`src/rtl/flex_counter_pkg.sv`:
```
// rtl/flex_counter_pkg.sv - shared types and constants for the flexible up/down counter
package flex_counter_pkg;

  typedef enum logic {
    MODE_WRAP = 1'b0,
    MODE_SAT  = 1'b1
  } mode_e;

  localparam logic DIR_UP   = 1'b1;
  localparam logic DIR_DOWN = 1'b0;

  localparam int DEF_NUM_BITS      = 4;
  localparam int DEF_PRESCALE_BITS = 4;

endpackage

```
`src/rtl/flex_updown_counter_if.sv`:
```
// rtl/flex_updown_counter_if.sv - control and status bundle of the flexible up/down counter
interface flex_updown_counter_if
  import flex_counter_pkg::*;
#(
  parameter int NUM_BITS      = DEF_NUM_BITS,
  parameter int PRESCALE_BITS = DEF_PRESCALE_BITS
);

  logic                     clear;
  logic                     count_enable;
  logic                     up_down;
  logic                     mode;
  logic                     load;
  logic [NUM_BITS-1:0]      load_val;
  logic [NUM_BITS-1:0]      rollover_val;
  logic [PRESCALE_BITS-1:0] prescale_val;
  logic [NUM_BITS-1:0]      count_out;
  logic                     rollover_flag;
  logic                     wrap_pulse;

  modport master (
    output clear, count_enable, up_down, mode, load, load_val, rollover_val, prescale_val,
    input  count_out, rollover_flag, wrap_pulse
  );

  modport slave (
    input  clear, count_enable, up_down, mode, load, load_val, rollover_val, prescale_val,
    output count_out, rollover_flag, wrap_pulse
  );

endinterface

```
`src/rtl/flex_prescaler.sv`:
```
// rtl/flex_prescaler.sv - enable divider producing one step every prescale_val+1 enabled cycles
module flex_prescaler
  import flex_counter_pkg::*;
#(
  parameter int PRESCALE_BITS = DEF_PRESCALE_BITS
) (
  input  logic                     clk,
  input  logic                     n_rst,
  input  logic                     clear,
  input  logic                     count_enable,
  input  logic [PRESCALE_BITS-1:0] prescale_val,
  output logic                     step
);

  logic [PRESCALE_BITS-1:0] cnt_q;
  logic                     hit;

  assign hit  = (cnt_q == prescale_val);
  assign step = count_enable && hit && !clear;

  always_ff @(posedge clk or negedge n_rst) begin
    if (!n_rst) begin
      cnt_q <= '0;
    end else if (clear) begin
      cnt_q <= '0;
    end else if (count_enable) begin
      cnt_q <= hit ? '0 : cnt_q + PRESCALE_BITS'(1);
    end
  end

endmodule

```
`src/rtl/flex_updown_counter.sv`:
```
// rtl/flex_updown_counter.sv - prescaled up/down counter with wrap or saturate terminal behaviour
module flex_updown_counter
  import flex_counter_pkg::*;
#(
  parameter int NUM_BITS      = DEF_NUM_BITS,
  parameter int PRESCALE_BITS = DEF_PRESCALE_BITS
) (
  input  logic                  clk,
  input  logic                  n_rst,
  flex_updown_counter_if.slave  bus
);

  logic [NUM_BITS-1:0] count_q;
  logic [NUM_BITS-1:0] count_nxt;
  logic                flag_q;
  logic                flag_nxt;
  logic                wrap_q;
  logic                wrap_nxt;
  logic                step;

  // Load restarts the prescale window just like clear does.
  flex_prescaler #(.PRESCALE_BITS(PRESCALE_BITS)) u_prescaler (
    .clk          (clk),
    .n_rst        (n_rst),
    .clear        (bus.clear | bus.load),
    .count_enable (bus.count_enable),
    .prescale_val (bus.prescale_val),
    .step         (step)
  );

  always_comb begin
    count_nxt = count_q;
    wrap_nxt  = 1'b0;
    if (bus.clear) begin
      count_nxt = '0;
    end else if (bus.load) begin
      count_nxt = bus.load_val;
    end else if (step) begin
      if (bus.rollover_val == '0) begin
        count_nxt = '0;
      end else if (bus.up_down == DIR_UP) begin
        if (count_q >= bus.rollover_val) begin
          if (mode_e'(bus.mode) == MODE_WRAP) begin
            count_nxt = NUM_BITS'(1);
            wrap_nxt  = 1'b1;
          end
        end else begin
          count_nxt = count_q + NUM_BITS'(1);
        end
      end else if (bus.up_down == DIR_DOWN) begin
        if (count_q <= NUM_BITS'(1)) begin
          if (mode_e'(bus.mode) == MODE_WRAP) begin
            count_nxt = bus.rollover_val;
            wrap_nxt  = 1'b1;
          end
        end else begin
          count_nxt = count_q - NUM_BITS'(1);
        end
      end
    end
    flag_nxt = (count_nxt == bus.rollover_val) && (bus.rollover_val != '0);
  end

  always_ff @(posedge clk or negedge n_rst) begin
    if (!n_rst) begin
      count_q <= '0;
      flag_q  <= 1'b0;
      wrap_q  <= 1'b0;
    end else begin
      count_q <= count_nxt;
      flag_q  <= flag_nxt;
      wrap_q  <= wrap_nxt;
    end
  end

  assign bus.count_out     = count_q;
  assign bus.rollover_flag = flag_q;
  assign bus.wrap_pulse    = wrap_q;

endmodule

```
`src/flat_wrapper.sv`:
```
// flat-port wrapper written by rule: the top's interface ports become plain ports
module flex_updown_counter_flat import flex_counter_pkg::*;
#(
  parameter int NUM_BITS      = DEF_NUM_BITS,
  parameter int PRESCALE_BITS = DEF_PRESCALE_BITS
)
  (clk, n_rst, bus_clear, bus_count_enable, bus_up_down, bus_mode, bus_load, bus_load_val, bus_rollover_val, bus_prescale_val, bus_count_out, bus_rollover_flag, bus_wrap_pulse);
  flex_updown_counter_if #(.NUM_BITS(NUM_BITS), .PRESCALE_BITS(PRESCALE_BITS)) bus_i ();
  input  logic clk;
  input  logic n_rst;
  input wire logic [$bits(bus_i.clear)-1:0] bus_clear;
  input wire logic [$bits(bus_i.count_enable)-1:0] bus_count_enable;
  input wire logic [$bits(bus_i.up_down)-1:0] bus_up_down;
  input wire logic [$bits(bus_i.mode)-1:0] bus_mode;
  input wire logic [$bits(bus_i.load)-1:0] bus_load;
  input wire logic [$bits(bus_i.load_val)-1:0] bus_load_val;
  input wire logic [$bits(bus_i.rollover_val)-1:0] bus_rollover_val;
  input wire logic [$bits(bus_i.prescale_val)-1:0] bus_prescale_val;
  output wire logic [$bits(bus_i.count_out)-1:0] bus_count_out;
  output wire logic [$bits(bus_i.rollover_flag)-1:0] bus_rollover_flag;
  output wire logic [$bits(bus_i.wrap_pulse)-1:0] bus_wrap_pulse;
  assign bus_i.clear = bus_clear;
  assign bus_i.count_enable = bus_count_enable;
  assign bus_i.up_down = bus_up_down;
  assign bus_i.mode = bus_mode;
  assign bus_i.load = bus_load;
  assign bus_i.load_val = bus_load_val;
  assign bus_i.rollover_val = bus_rollover_val;
  assign bus_i.prescale_val = bus_prescale_val;
  assign bus_count_out = bus_i.count_out;
  assign bus_rollover_flag = bus_i.rollover_flag;
  assign bus_wrap_pulse = bus_i.wrap_pulse;
  flex_updown_counter #(.NUM_BITS(NUM_BITS), .PRESCALE_BITS(PRESCALE_BITS)) u_core (.clk(clk), .n_rst(n_rst), .bus(bus_i));
endmodule
```
`config.mk`:
```
export PLATFORM = sky130hd
export DESIGN_NAME = flex_updown_counter_flat
export DESIGN_NICKNAME = d
export VERILOG_FILES = /design/src/rtl/flex_counter_pkg.sv /design/src/rtl/flex_updown_counter_if.sv /design/src/rtl/flex_prescaler.sv /design/src/rtl/flex_updown_counter.sv /design/src/flat_wrapper.sv
export SDC_FILE = /design/constraint.sdc
export NUM_CORES = 1
export LEC_CHECK = 0
export CELL_PAD_IN_SITES_DETAIL_PLACEMENT = 1
export CELL_PAD_IN_SITES_GLOBAL_PLACEMENT = 1
export CORE_AREA = 2 2 58 60
export CTS_BUF_LIST = sky130_fd_sc_hd__clkbuf_16
export CTS_CLUSTER_SIZE = 24
export DETAILED_ROUTE_END_ITERATION = 7
export DIE_AREA = 0 0 60 62
export HOLD_SLACK_MARGIN = 0.15
export PLACE_DENSITY = 0.79
export SYNTH_ARGS = -nofsm -noshare
export SYNTH_HDL_FRONTEND = slang
export SYNTH_SLANG_ARGS = --single-unit
```
`constraint.sdc`:
```
create_clock -name clk -period 3.3 [get_ports clk]
set_input_delay 0.99 -clock clk [delete_from_list [all_inputs] [get_ports clk]]
set_output_delay 0.99 -clock clk [all_outputs]
set_load 0.02 [all_outputs]
```
After elaboration in Yosys (flattened, before gate mapping)
Cells that the tools add are included.
{ "totals": {"input_bits": 19, "elab_cells": 39, "out_inout_bits": 6, "register_bits": 10} }
{ "classes": {"bitwise": 1, "n_addsub": 3, "n_reduce_logical": 7, "order_cmp": 2, "n_eq_ne": 2, "mux": 20} }
{ "op_table": {"columns": ["op", "n"], "rows": [
  ["$mux 4", 12],
  ["$add 4x1->4 const B", 2],
  ["$eq 4x4->1", 2],
  ["$mux 1", 8],
  ["$ge 4x4->1", 1],
  ["$le 4x1->1 const B", 1],
  ["$logic_not 4->1", 1],
  ["$reduce_bool 4->1", 1],
  ["$sub 4x1->4 const B", 1],
  ["$logic_and 1x1->1", 3],
  ["$reduce_bool 2->1", 1],
  ["$logic_not 1->1", 1],
  ["$or 1x1->1", 1]
]} }

Logic depth before layout (Yosys ltp)
Gate-level depths: netlist of run 1.
{ "depth": {"word_depth": 9, "depth_mapped": 10, "depth_no_buf": 10} }

By module
From an unflattened synthesis of run 1, not the netlist that was laid out.
{ "unflattened": {"cells_unflattened": 156, "hier_area_um2": 1244.9} }
{ "modules_own_cells": {"columns": ["mod", "n_inst", "area_each_um2", "seq_area_each_um2", "cells_per_inst"], "rows": [
  ["flex_updown_counter", 1, 963.4, 150.1, 128],
  ["flex_prescaler", 1, 281.5, 100.1, 28]
]} }

Worst setup path after synthesis of run 1
Ideal clock, no wire load.
{ "synth_timing": {"path_kind": "input to register", "startpoint": "input bus_prescale_val[1]", "endpoint": "register u_core.flag_q, in the netlist u_core.bus.rollover_flag", "path_slack_ns": 0.179, "required_time_ns": 3.176, "path_buffers": 0, "arrival_time_ns": 2.997, "path_stages": 8, "setup_ns": 0.124, "path_cell_list": "xor2_1 nor4_4 nand3_4 a31o_4 or4_4 a221oi_4 mux2i_1 nor4_2"} }
{ "synth_between": {"elab_chain_len": 8} }
{ "synth_lines": {"columns": ["item", "line", "source"], "rows": [
  ["from (decl)", "flat_wrapper.sv:18", "input wire logic [$bits(bus_i.prescale_val)-1:0] bus_prescale_val;"],
  ["$eq 4x4->1", "flex_prescaler.sv:18", "assign hit = (cnt_q == prescale_val);"],
  ["$logic_and 1x1->1 (2 in a row)", "flex_prescaler.sv:19", "assign step = count_enable && hit && !clear;"],
  ["$mux 4", "flex_updown_counter.sv:38", "end else if (step) begin"],
  ["$mux 4", "flex_updown_counter.sv:36", "end else if (bus.load) begin"],
  ["$mux 4", "flex_updown_counter.sv:34", "if (bus.clear) begin"],
  ["named net u_core.count_nxt[0]", "flex_updown_counter.sv:14", "logic [NUM_BITS-1:0] count_nxt;"],
  ["$eq 4x4->1", "flex_updown_counter.sv:61", "flag_nxt = (count_nxt == bus.rollover_val) && (bus.rollover_val != '0);"],
  ["$logic_and 1x1->1", "flex_updown_counter.sv:61", null],
  ["named net u_core.flag_nxt", "flex_updown_counter.sv:16", "logic flag_nxt;"],
  ["to (signal assigned)", "flex_updown_counter.sv:71", "flag_q <= flag_nxt;"],
  ["to (decl)", "flex_updown_counter.sv:15", "logic flag_q;"]
]} }
The timed path passes the listed nets, and every way through them passes these cells.
A chain may end at the register's enable or synchronous reset.

Worst setup path in the final report of run 1
{ "layout_timing": {"startpoint": "input bus_prescale_val[2]", "endpoint": "register u_core.flag_q, in the netlist u_core.bus.rollover_flag"} }
Same word-level chain as after synthesis.

==> key figures, run 1 <==
Outcome
  • Outcome: finished, final reports clean

Power and ir drop
  • Leakage: 0.7354 nW
  • Pwr/cell area: 313.6 mW/mm^2
  • Power Total: 0.5247 mW
  • Worst VDD drop: 148.6 uV

Placement
  • PortBufs: 24
  • Gpl congestion: 0.8161
  • Dpl hpwl: 3019 um
  • DP Worst Slack: -0.3910 ns

Drt
  • Routed vias: 1,208
  • 1st-iter DRT viols: 26
  • Residual DRC: 0
  • WL final: 3754 um
  • Vias per inst: 5.393
  • Antenna Nets Post-Route: 0
  • Avg WL per Cell: 16.76 um
  • Drt pass-1 iters: 4

Global route
  • GRT overflow: 0
  • Global-route usage over all layers: 22.28%
  • First-pass GRT wire length: 6023 um
  • Initial antenna violation count: 0
  • Vias in the first global route: 1,273
  • Largest net degree at the start of global routing: 13

Clocking
  • Cell chosen for the clock root: clkbuf_16
  • Reg clk slew, reported paths: 0.04 ns
  • Clock Path Buffers: 2
  • TritonCTS Sinks: 10
  • CTS buffer count: 3
  • Hold-fix buffers, CTS: 0
  • H-Tree Depth: 1
  • CTS tree: yes
  • Clk_lat worst skew: 0.23 ns

STA
  • Part of the cycle the worst path needs: 96.41%
  • Final Hold Fails: 0
  • Fin. max-slew vios: 0
  • RSZ-0062 raised after global routing: no
  • Crit path time final: 3.181 ns
  • Relative slew slack: 58.72%
  • F_max: 314.3 MHz
  • Clock Skews: 0.001721 ns
  • PnR worst setup slack: 0.1185 ns
  • Setup violators final: 0
  • Slew @ Worst Pin: 0.6036 ns

Min path
  • Worst hold path type: flip-flop to flip-flop

Logic synthesis
  • Top cells by count, synth: a21oi_1 (11), inv_1 (11), dfrtp_1 (10), nor2_1 (10)
  • Number of flops mapped to enable cells by yosys: 0
  • Ys async rst share: 100.0%
  • Yosys reg bits: 10
  • Avg Inst Size Synth: 8.288 um^2
  • Main synth FF type: dfrtp_1
  • Post-synth top area cell: dfrtp_1
  • Syn Nets: 160
  • Count of cell types in the netlist: 43
  • Sequential-to-total area share from yosys stat: 22.70%
  • Synth warn: 0
  • Cells after Synth: 133
  • Yosys top cell area share: 22.70%
  • Area contributors post-synth: dfrtp_1 (23%), ha_1 (9.1%), mux2i_1 (6.4%), a21oi_1 (5.0%), inv_1 (3.7%)
  • Mapped Area: 0.001102 mm^2

Cells and area
  • P&R area growth vs syn: 51.76%
  • Ant. Diodes: 0
  • Layout fillers: 387
  • Share of cells above drive strength 1: 25.84%
  • Final nets: 207

Worst setup path
  • Critical Path End Type: flip-flop
  • CP max-delay cell: or4_4
  • Crit path largest cell delay: 0.55 ns
  • CP Launch Type: input pin
  • Data arrival, critical path: 3.29 ns
  • Crit Path Max Fanout: 2
  • CP required: 3.41 ns
  • Crit-path leading delay family: simple AND/OR/NAND/NOR gates
  • Critical path buffer and inverter count: 1
  • Critical Path, Cell by Cell: clkdlybuf4s50_1, xor2_1, nor4_4, nand3_4, a31o_4, or4_4, a221oi_4, mux2i_1, nor4_2
  • Setup CP Type: input pin to flip-flop

Die
  • Initial Util: 34.67%
  • Rows: 21
  • Die area: 0.003720 mm^2
  • Die Y: 62 um
  • Io pins: 25
  • Total core area: 0.003179 mm^2
  • Die X: 60 um

Flow run
  • Max-cap violations: 0
flip-flops by register name, summed over array words and instances (netlist names):
register,cells
u_core.bus.count_out,4
u_core.u_prescaler.cnt_q,4
u_core.bus.rollover_flag,1
u_core.bus.wrap_pulse,1
layout make-up:
cell class	instances	area (um^2)	share of cell area (%)
Tap cell	46	57.56	3.441
Timing Repair Buffer	48	416.7	24.91
Clock buffer	3	75.07	4.488
Multi-Input combinational cell	104	824.5	49.29
Sequential cell	10	250.2	14.96
Inverter	13	48.80	2.917
report_power, final:
| group | internal [mW] | switching [mW] | total, mW |
|---|---|---|---|
| clock network | 0.157 | 0.0546 | 0.212 |
| logic | 0.0873 | 0.0896 | 0.177 |
| registers | 0.128 | 0.00853 | 0.136 |
kinds of logic (layout without fill, tap and decap cells):
family	Yosys count	in the layout	share of synthesized area, %
buffers and inverters	19	64	6.583
and+or+nand+nor	42	42	23.04
DFF	10	10	22.70
adders and majority gates	8	8	9.081
xor gates and xnor gates	4	4	3.178
muxes	9	9	8.400
AOI/OAI and AO/OA	41	41	27.02
metrics by stage:
stage | util [%] | hold slack (ns) | instances | cell area, um^2 | TNS [ns]
after detailed placement | 48.25 | 0.6438 | 218 | 1534 | -0.4861
after global placement | 48.25 | 0.6106 | 218 | 1534 | -0.2113
after CTS | 52.11 | 0.6658 | 224 | 1657 | 0
after global routing | 52.62 | 0.7283 | 224 | 1673 | 0
after floorplan | - | 0.5766 | 133 | 1102 | 0
final | 52.62 | 0.6734 | 224 | 1673 | 0
final timing paths:
| kind | from | endpoint | slack (ns) | depth (start not counted) |
|---|---|---|---|---|
| setup / recovery | bus_prescale_val[2] | u_core.bus.rollover_flag$_DFF_PN0_ | 0.12 | 9 |
| min in group asynchronous | n_rst | u_core.bus.count_out[2]$_DFF_PN0_ | 1.08 | 1 |
| hold reg to reg | u_core.u_prescaler.cnt_q[3]$_DFFE_PN0P_ | u_core.u_prescaler.cnt_q[3]$_DFFE_PN0P_ | 0.67 | 2 |
| max in group asynchronous | n_rst | u_core.u_prescaler.cnt_q[1]$_DFFE_PN0P_ | 1.90 | 1 |
| setup reg to reg | u_core.bus.count_out[0]$_DFF_PN0_ | u_core.bus.rollover_flag$_DFF_PN0_ | 0.41 | 10 |
| hold / removal | u_core.u_prescaler.cnt_q[3]$_DFFE_PN0P_ | u_core.u_prescaler.cnt_q[3]$_DFFE_PN0P_ | 0.67 | 2 |
cell usage in the layout, fill, tap and decap left out, types with 2 or more instances in the layout:
| cell | Yosys | layout |
|---|---|---|
| buf_4 | 0 | 24 |
| clkdlybuf4s50_1 | 0 | 18 |
| a21oi_1 | 11 | 11 |
| inv_1 | 11 | 10 |
| nor2_1 | 10 | 10 |
| dfrtp_1 | 10 | 10 |
| nor3_1 | 8 | 8 |
| mux2i_1 | 7 | 7 |
| ha_1 | 8 | 6 |
| nand2_1 | 5 | 5 |
| dlygate4sd2_1 | 0 | 5 |
| inv_2 | 2 | 3 |
| o211ai_1 | 3 | 3 |
| xor2_2 | 0 | 3 |
| a211oi_1 | 3 | 3 |
| nor3b_1 | 3 | 3 |
| o21ai_0 | 3 | 3 |
| clkbuf_16 | 0 | 3 |
| nand3_1 | 2 | 2 |
| nand2b_1 | 2 | 2 |
| nor2b_1 | 2 | 2 |
| a31o_2 | 2 | 2 |
| o21ai_1 | 3 | 2 |
| and2_1 | 2 | 2 |
| a31oi_1 | 2 | 2 |
| mux2_1 | 2 | 2 |
| a22oi_1 | 2 | 2 |
| o22ai_1 | 2 | 2 |
| and3_1 | 2 | 2 |
per-layer routing:
| metal | vias up | GRT usage, % | routed length [um] |
|---|---|---|---|
| li1 | 580 | - | - |
| met1 | 600 | 24.28 | 1507 |
| met2 | 28 | 44.41 | 2153 |
| met3 | 0 | 2.899 | 93 |
| met4 | 0 | 6.667 | 0 |
| met5 | - | 0 | 0 |
timing repair:
action / CTS / global route
resized for setup: 10 / 4
endpoints found under the setup margin: 1 / 1
pin swaps: 7 / 7
endpoints found under the hold margin: 0 / 0
setup buffers: 3 / 0
tightest hold or removal path, delay by kind of cell (launching register included):
family,cells,cell delay [ns]
AO/OA/AOI/OAI,1,0.16
flip-flops,1,0.42
AND/OR/NAND/NOR,1,0.05
No activity file was read; power rests on OpenSTA's default activity.
==> inputs of run 2 (changes only) <==
--- a/config.mk
+++ b/config.mk
@@ -7,13 +7,14 @@
 export LEC_CHECK = 0
 export CELL_PAD_IN_SITES_DETAIL_PLACEMENT = 1
 export CELL_PAD_IN_SITES_GLOBAL_PLACEMENT = 1
-export CORE_AREA = 2 2 58 60
+export CORE_AREA = 2 2 52 54
 export CTS_BUF_LIST = sky130_fd_sc_hd__clkbuf_16
 export CTS_CLUSTER_SIZE = 24
 export DETAILED_ROUTE_END_ITERATION = 7
-export DIE_AREA = 0 0 60 62
+export DIE_AREA = 0 0 54 56
+export DONT_BUFFER_PORTS = 1
 export HOLD_SLACK_MARGIN = 0.15
-export PLACE_DENSITY = 0.79
+export PLACE_DENSITY = 0.78
 export SYNTH_ARGS = -nofsm -noshare
 export SYNTH_HDL_FRONTEND = slang
 export SYNTH_SLANG_ARGS = --single-unit
==> run 2 against run 1 <==
Against the previous run: fmax is 11% higher; via count shrank 13%; clock-buffer cell count stayed put; cell area shrank 26%; setup slack gained 0.31 ns; register-to-register slack improved by 0.21 ns; clock skew shrank 0.00053 ns; global-route usage up 0.60 points; sequential share of layout area increased by 5.3 points; flip-flop and latch count stayed put; worst hold slack got worse by 0.22 ns; largest cell class unchanged.
==> key figures, run 2 (synthesis gave the netlist of run 1 again) <==
Worst setup path
  • Setup CP Type: input pin to flip-flop
  • Critical Path, Cell by Cell: xor2_1, nor4_4, nand3_4, a31o_4, or4_4, a221oi_4, mux2i_1, nor4_2
  • CP max-delay cell: or4_4
  • Data arrival, critical path: 2.99 ns (-0.30 ns)
  • CP Launch Type: input pin
  • Critical Path End Type: flip-flop
  • Crit path largest cell delay: 0.55 ns (about the same)
  • Crit Path Max Fanout: 5 (+3)
  • CP required: 3.41 ns (about the same)

STA
  • Clock Skews: 0.001190 ns (-0.0005311 ns)
  • Slew @ Worst Pin: 0.5978 ns (-0.005792 ns)
  • Crit path time final: 2.872 ns (-0.3097 ns)
  • RSZ-0062 raised after global routing: no
  • Setup violators final: 0 (unchanged)
  • F_max: 348.2 MHz (+11%)
  • Post-Route Setup TNS: 0 ns (unchanged)
  • Fin. max-slew vios: 0 (unchanged)
  • Final Hold Fails: 0 (unchanged)
  • Part of the cycle the worst path needs: 87.02% (-9.4 points)
  • Relative slew slack: 60.15% (+1.4 points)

Global route
  • GRT overflow: 0 (unchanged)
  • Largest net degree at the start of global routing: 14 (+1)
  • Initial antenna violation count: 0 (unchanged)
  • First-pass GRT wire length: 5257 um (-13%)
  • Global-route usage over all layers: 22.88% (+0.60 points)
  • Vias in the first global route: 1,093 (-14%)

Power and ir drop
  • Clk pwr share: 47.0% (+6.7 points)
  • Internal cell power: 0.3331 mW (-10%)
  • Register share of total power: 30.2% (+4.2 points)
  • Power share of the combinational group: 22.8% (-11 points)
  • Pwr/cell area: 371.6 mW/mm^2 (+18%)
  • Power Total: 0.4580 mW (-13%)
  • Leakage: 0.5437 nW (-26%)
  • Switching power: 0.1249 mW (-18%)
  • Worst VDD drop: 246.8 uV (+66%)
  • Sw Ratio: 27.27% (-1.8 points)

Die
  • Die Y: 56 um (-9.7%)
  • Rows: 18 (-14%)
  • Die X: 54 um (-10%)
  • Io pins: 25 (unchanged)
  • Die area: 0.003024 mm^2 (-19%)
  • Initial Util: 45.32% (+11 points)
  • Total core area: 0.002432 mm^2 (-23%)

Drt
  • Residual DRC: 0 (unchanged)
  • Vias per inst: 6.337 (+18%)
  • Drt pass-1 iters: 4 (unchanged)
  • Antenna Nets Post-Route: 0 (unchanged)
  • WL final: 3142 um (-16%)
  • Avg WL per Cell: 18.93 um (+13%)
  • Routed vias: 1,052 (-13%)
  • 1st-iter DRT viols: 11 (-58%)

Clocking
  • CTS buffer count: 3 (unchanged)
  • Clk_lat worst skew: 0.23 ns (about the same)
  • TritonCTS Sinks: 10 (unchanged)
  • H-Tree Depth: 1 (unchanged)
  • CTS tree: yes
  • Post-CTS setup buffer count: 0 (-3)
  • Cell chosen for the clock root: clkbuf_16
  • Post-CTS Resized: 0 (-10)
  • Reg clk slew, reported paths: 0.04 ns (about the same)
  • Hold-fix buffers, CTS: 0 (unchanged)
  • Clock Path Buffers: 2 (unchanged)

Cells and area
  • Utilization after layout: 50.67% (-1.9 points)
  • Non-Filler Instances: 166 (-26%)
  • Fin area: 0.001232 mm^2 (-26%)
  • Final nets: 164 (-21%)
  • Ant. Diodes: 0 (unchanged)
  • P&R area growth vs syn: 11.80%
  • Share of cells above drive strength 1: 13.97% (-12 points)
  • Commonest non-fill, non-tap cells in the layout: inv_1 (11), a21oi_1 (11), nor2_1 (10), dfrtp_1 (10)

Min path
  • Worst hold path type: input pin to asynchronous set/reset pin

Flow run
  • Max-cap violations: 0 (unchanged)

Placement
  • Dpl hpwl: 2470 um (-18%)
  • Gpl congestion: 0.8348 (+2.3%)
  • Dpl cells: 162 (-26%)
  • DP Area: 0.001154 mm^2 (-25%)
  • PortBufs: 0 (-100%)

Outcome
  • Outcome: finished, final reports clean
[run 2: changes by cell type in the layout (fill, tap and decap cells not counted), moves of 2 or more]
cell	delta
buf_4	-19
xor2_1	+3
clkdlybuf4s50_1	-18
ha_1	+2
xor2_2	-3
dlygate4sd2_1	-5
[run 2: power groups by stage]
stage / sequential [mW] / clock (mW) / combinational, mW
after floorplan: 0.139 / 0 / 0.0844
after global placement: 0.139 / 0 / 0.0996
after detailed placement: 0.140 / 0 / 0.103
after CTS: 0.138 / 0.216 / 0.105
after global routing: 0.139 / 0.224 / 0.116
final: 0.138 / 0.215 / 0.104
[run 2: area by class of cell]
type	count	area [um^2]
multi-input cells	104	779.5
fillers	313	1200
flip-flops and latches	10	250.2
clock buffers	3	75.07
clock inverters	1	3.754
well taps	30	37.54
repair buffers	5	37.54
inverters	13	48.80
[run 2: path summary, 6_finish.rpt]
check	start	to	slack, ns	cells past startpoint
max reg2reg	u_core.bus.count_out[0]$_DFF_PN0_	u_core.bus.rollover_flag$_DFF_PN0_	0.62	10
min reg2reg	u_core.u_prescaler.cnt_q[3]$_DFFE_PN0P_	u_core.u_prescaler.cnt_q[3]$_DFFE_PN0P_	0.65	2
max	bus_prescale_val[1]	u_core.bus.rollover_flag$_DFF_PN0_	0.43	8
min in group clk	u_core.u_prescaler.cnt_q[3]$_DFFE_PN0P_	u_core.u_prescaler.cnt_q[3]$_DFFE_PN0P_	0.65	2
min	n_rst	u_core.u_prescaler.cnt_q[0]$_DFFE_PN0P_	0.45	0
max in group asynchronous	n_rst	u_core.u_prescaler.cnt_q[2]$_DFFE_PN0P_	2.78	0
[run 2: through the flow]
stage          hold WS (ns)  setup WS, ns
6_report             0.4488        0.4282
4_1_cts              0.4486        0.4064
3_5_place_dp         0.6564        0.1602
2_1_floorplan        0.5766        0.1787
5_1_grt              0.4416        0.2964
3_3_place_gp         0.6214        0.2063
[run 2: routing by layer]
metal | part of all wire, % | routed length (um) | global-route usage (%) | vias to the layer above
met3 | 5.7 | 179 | 4.032 | 6
met5 | 0 | 0 | 0 | -
met4 | 1.5 | 48 | 6.429 | 0
met2 | 49 | 1542 | 37.63 | 27
li1 | - | - | - | 496
met1 | 44 | 1372 | 29.84 | 523
[run 2: critical path, delay by kind of cell]
kind            cells  cell delay, ns
compound gates      2            0.50
xor+xnor            1            0.15
mux                 1            0.25
simple gates        4            1.10
==> inputs of run 3 (changes only) <==
--- a/config.mk
+++ b/config.mk
@@ -7,11 +7,11 @@
 export LEC_CHECK = 0
 export CELL_PAD_IN_SITES_DETAIL_PLACEMENT = 1
 export CELL_PAD_IN_SITES_GLOBAL_PLACEMENT = 1
-export CORE_AREA = 2 2 52 54
+export CORE_AREA = 5 5 55 57
 export CTS_BUF_LIST = sky130_fd_sc_hd__clkbuf_16
 export CTS_CLUSTER_SIZE = 24
 export DETAILED_ROUTE_END_ITERATION = 7
-export DIE_AREA = 0 0 54 56
+export DIE_AREA = 0 0 60 62
 export DONT_BUFFER_PORTS = 1
 export HOLD_SLACK_MARGIN = 0.15
 export PLACE_DENSITY = 0.78
==> run 3 against run 2 <==
Against the previous run: sequential share of layout area unchanged; die area rose by 23%; final cell count stayed put; setup slack worse by 0.033 ns; fmax is 1.1% lower; via count is 0.48% lower; clock-buffer cell count unchanged; sequential power barely moved; clock power rose by 2%; largest power group unchanged.
==> key figures, run 3 (synthesis gave the netlist of run 1 again) <==
Outcome
  • Outcome: finished, final reports clean

STA
  • Part of the cycle the worst path needs: 88.02% (+0.99 points)
  • Clock Skews: 0.002658 ns (+0.001468 ns)
  • Setup violators final: 0 (unchanged)
  • Fin. max-slew vios: 0 (unchanged)
  • F_max: 344.3 MHz (-1.1%)
  • Slew @ Worst Pin: 0.5957 ns (-0.002151 ns)
  • Final Hold Fails: 0 (unchanged)
  • Crit path time final: 2.905 ns (+0.03283 ns)
  • RSZ-0062 raised after global routing: no
  • Post-Route Setup TNS: 0 ns (unchanged)
  • Relative slew slack: 60.29% (+0.14 points)

Cells and area
  • Final nets: 164 (unchanged)
  • Share of cells above drive strength 1: 13.97% (unchanged)
  • Fin area: 0.001232 mm^2 (unchanged)
  • Layout fillers: 306 (-2.2%)
  • Utilization after layout: 50.67% (unchanged)
  • Ant. Diodes: 0 (unchanged)
  • Commonest non-fill, non-tap cells in the layout: inv_1 (11), a21oi_1 (11), nor2_1 (10), dfrtp_1 (10)
  • P&R area growth vs syn: 11.80% (unchanged)

Worst setup path
  • FF-to-FF Start: u_core.bus.count_out[0]$_DFF_PN0_
  • CP max-delay cell: or4_4
  • Crit path from: bus_prescale_val[1]
  • CP required: 3.42 ns (about the same)
  • Crit path largest cell delay: 0.54 ns (about the same)
  • CP Launch Type: input pin
  • Crit Path Max Fanout: 5 (unchanged)
  • Critical Path, Cell by Cell: xor2_1, nor4_4, nand3_4, a31o_4, or4_4, a221oi_4, mux2i_1, nor4_2
  • Data arrival, critical path: 3.02 ns (+0.03 ns)
  • Setup CP Type: input pin to flip-flop
  • Critical Path End Type: flip-flop

Power and ir drop
  • Leakage: 0.5437 nW (unchanged)
  • Pwr/cell area: 374.8 mW/mm^2 (+0.84%)
  • Worst VDD drop: 281.0 uV (+14%)
  • Power Total: 0.4619 mW (+0.84%)

Clocking
  • H-Tree Depth: 1 (unchanged)
  • Clk_lat worst skew: 0.24 ns (about the same)
  • Clock Path Buffers: 2 (unchanged)
  • Reg clk slew, reported paths: 0.04 ns (about the same)
  • CTS tree: yes
  • CTS buffer count: 3 (unchanged)
  • Cell chosen for the clock root: clkbuf_16
  • Post-CTS Resized: 0 (unchanged)
  • Post-CTS setup buffer count: 0 (unchanged)
  • Hold-fix buffers, CTS: 0 (unchanged)
  • TritonCTS Sinks: 10 (unchanged)

Drt
  • Drt pass-1 iters: 4 (unchanged)
  • WL final: 3146 um (+0.13%)
  • Antenna Nets Post-Route: 0 (unchanged)
  • Routed vias: 1,047 (-0.48%)
  • Avg WL per Cell: 18.95 um (+0.13%)
  • 1st-iter DRT viols: 18 (+7)
  • Residual DRC: 0 (unchanged)
  • Vias per inst: 6.307 (-0.48%)

Placement
  • PortBufs: 0 (unchanged)
  • Gpl congestion: 0.8593 (+2.9%)
  • Dpl hpwl: 2490 um (+0.82%)
  • DP Area: 0.001154 mm^2 (unchanged)

Global route
  • Initial antenna violation count: 0 (unchanged)
  • GRT overflow: 0 (unchanged)
  • Vias in the first global route: 1,061 (-2.9%)
  • Global-route usage over all layers: 18.85% (-4.0 points)
  • Largest net degree at the start of global routing: 14 (unchanged)
  • First-pass GRT wire length: 5154 um (-2.0%)

Die
  • Rows: 18 (unchanged)
  • Die area: 0.003720 mm^2 (+23%)
  • Die Y: 62 um (+11%)
  • Initial Util: 45.32% (unchanged)
  • Total core area: 0.002432 mm^2 (unchanged)
  • Io pins: 25 (unchanged)
  • Die X: 60 um (+11%)

Flow run
  • Max-cap violations: 0 (unchanged)

Min path
  • Worst hold path type: input pin to asynchronous set/reset pin
-- run 3: power by group --
part,internal [mW],total [mW],switching (mW)
clock network,0.159,0.220,0.0609
registers,0.128,0.138,0.0100
logic,0.0465,0.104,0.0576
-- run 3: worst paths after layout --
path                                                      endpoint  depth (start not counted)  slack [ns]
setup / recovery                u_core.bus.rollover_flag$_DFF_PN0_                          8        0.40
hold / removal                   u_core.bus.count_out[1]$_DFF_PN0_                          0        0.44
setup reg to reg                u_core.bus.rollover_flag$_DFF_PN0_                         10        0.60
hold reg to reg            u_core.u_prescaler.cnt_q[3]$_DFFE_PN0P_                          2        0.65
max in group asynchronous        u_core.bus.count_out[0]$_DFF_PN0_                          0        2.79
min in group clk           u_core.u_prescaler.cnt_q[3]$_DFFE_PN0P_                          2        0.65
-- run 3: layout make-up --
cell class                      count  area (um^2)  share of cell area [%]
Tap cell                           30        37.54                   3.046
Multi-Input combinational cell    104        779.5                   63.25
Clock buffer                        3        75.07                   6.091
Clock inverter                      1        3.754                  0.3046
Timing Repair Buffer                5        37.54                   3.046
Sequential cell                    10        250.2                   20.30
Inverter                           13        48.80                   3.959
-- run 3: critical path, delay by kind of cell --
family | cells | cell delay [ns]
and+or+nand+nor | 4 | 1.11
AOI/OAI and AO/OA | 2 | 0.51
muxes | 1 | 0.25
xor gates and xnor gates | 1 | 0.16
-- run 3: routing by layer --
metal | share of wire (%) | up-vias | track usage [%] | routed length [um]
met5 | 0 | - | 0 | 0
met4 | 2.9 | 0 | 8.861 | 90
met3 | 6.6 | 8 | 4.752 | 209
met2 | 47 | 31 | 30.86 | 1493
met1 | 43 | 508 | 23.25 | 1353
li1 | - | 500 | - | -
-- run 3: through the flow --
step | hold slack, ns | instances | worst slack (ns)
3_5_place_dp | 0.6452 | 162 | 0.1324
2_1_floorplan | 0.5766 | 133 | 0.1787
3_3_place_gp | 0.6081 | 162 | 0.2053
6_report | 0.4438 | 166 | 0.3954
4_1_cts | 0.4414 | 166 | 0.3840
5_1_grt | 0.4371 | 166 | 0.2723
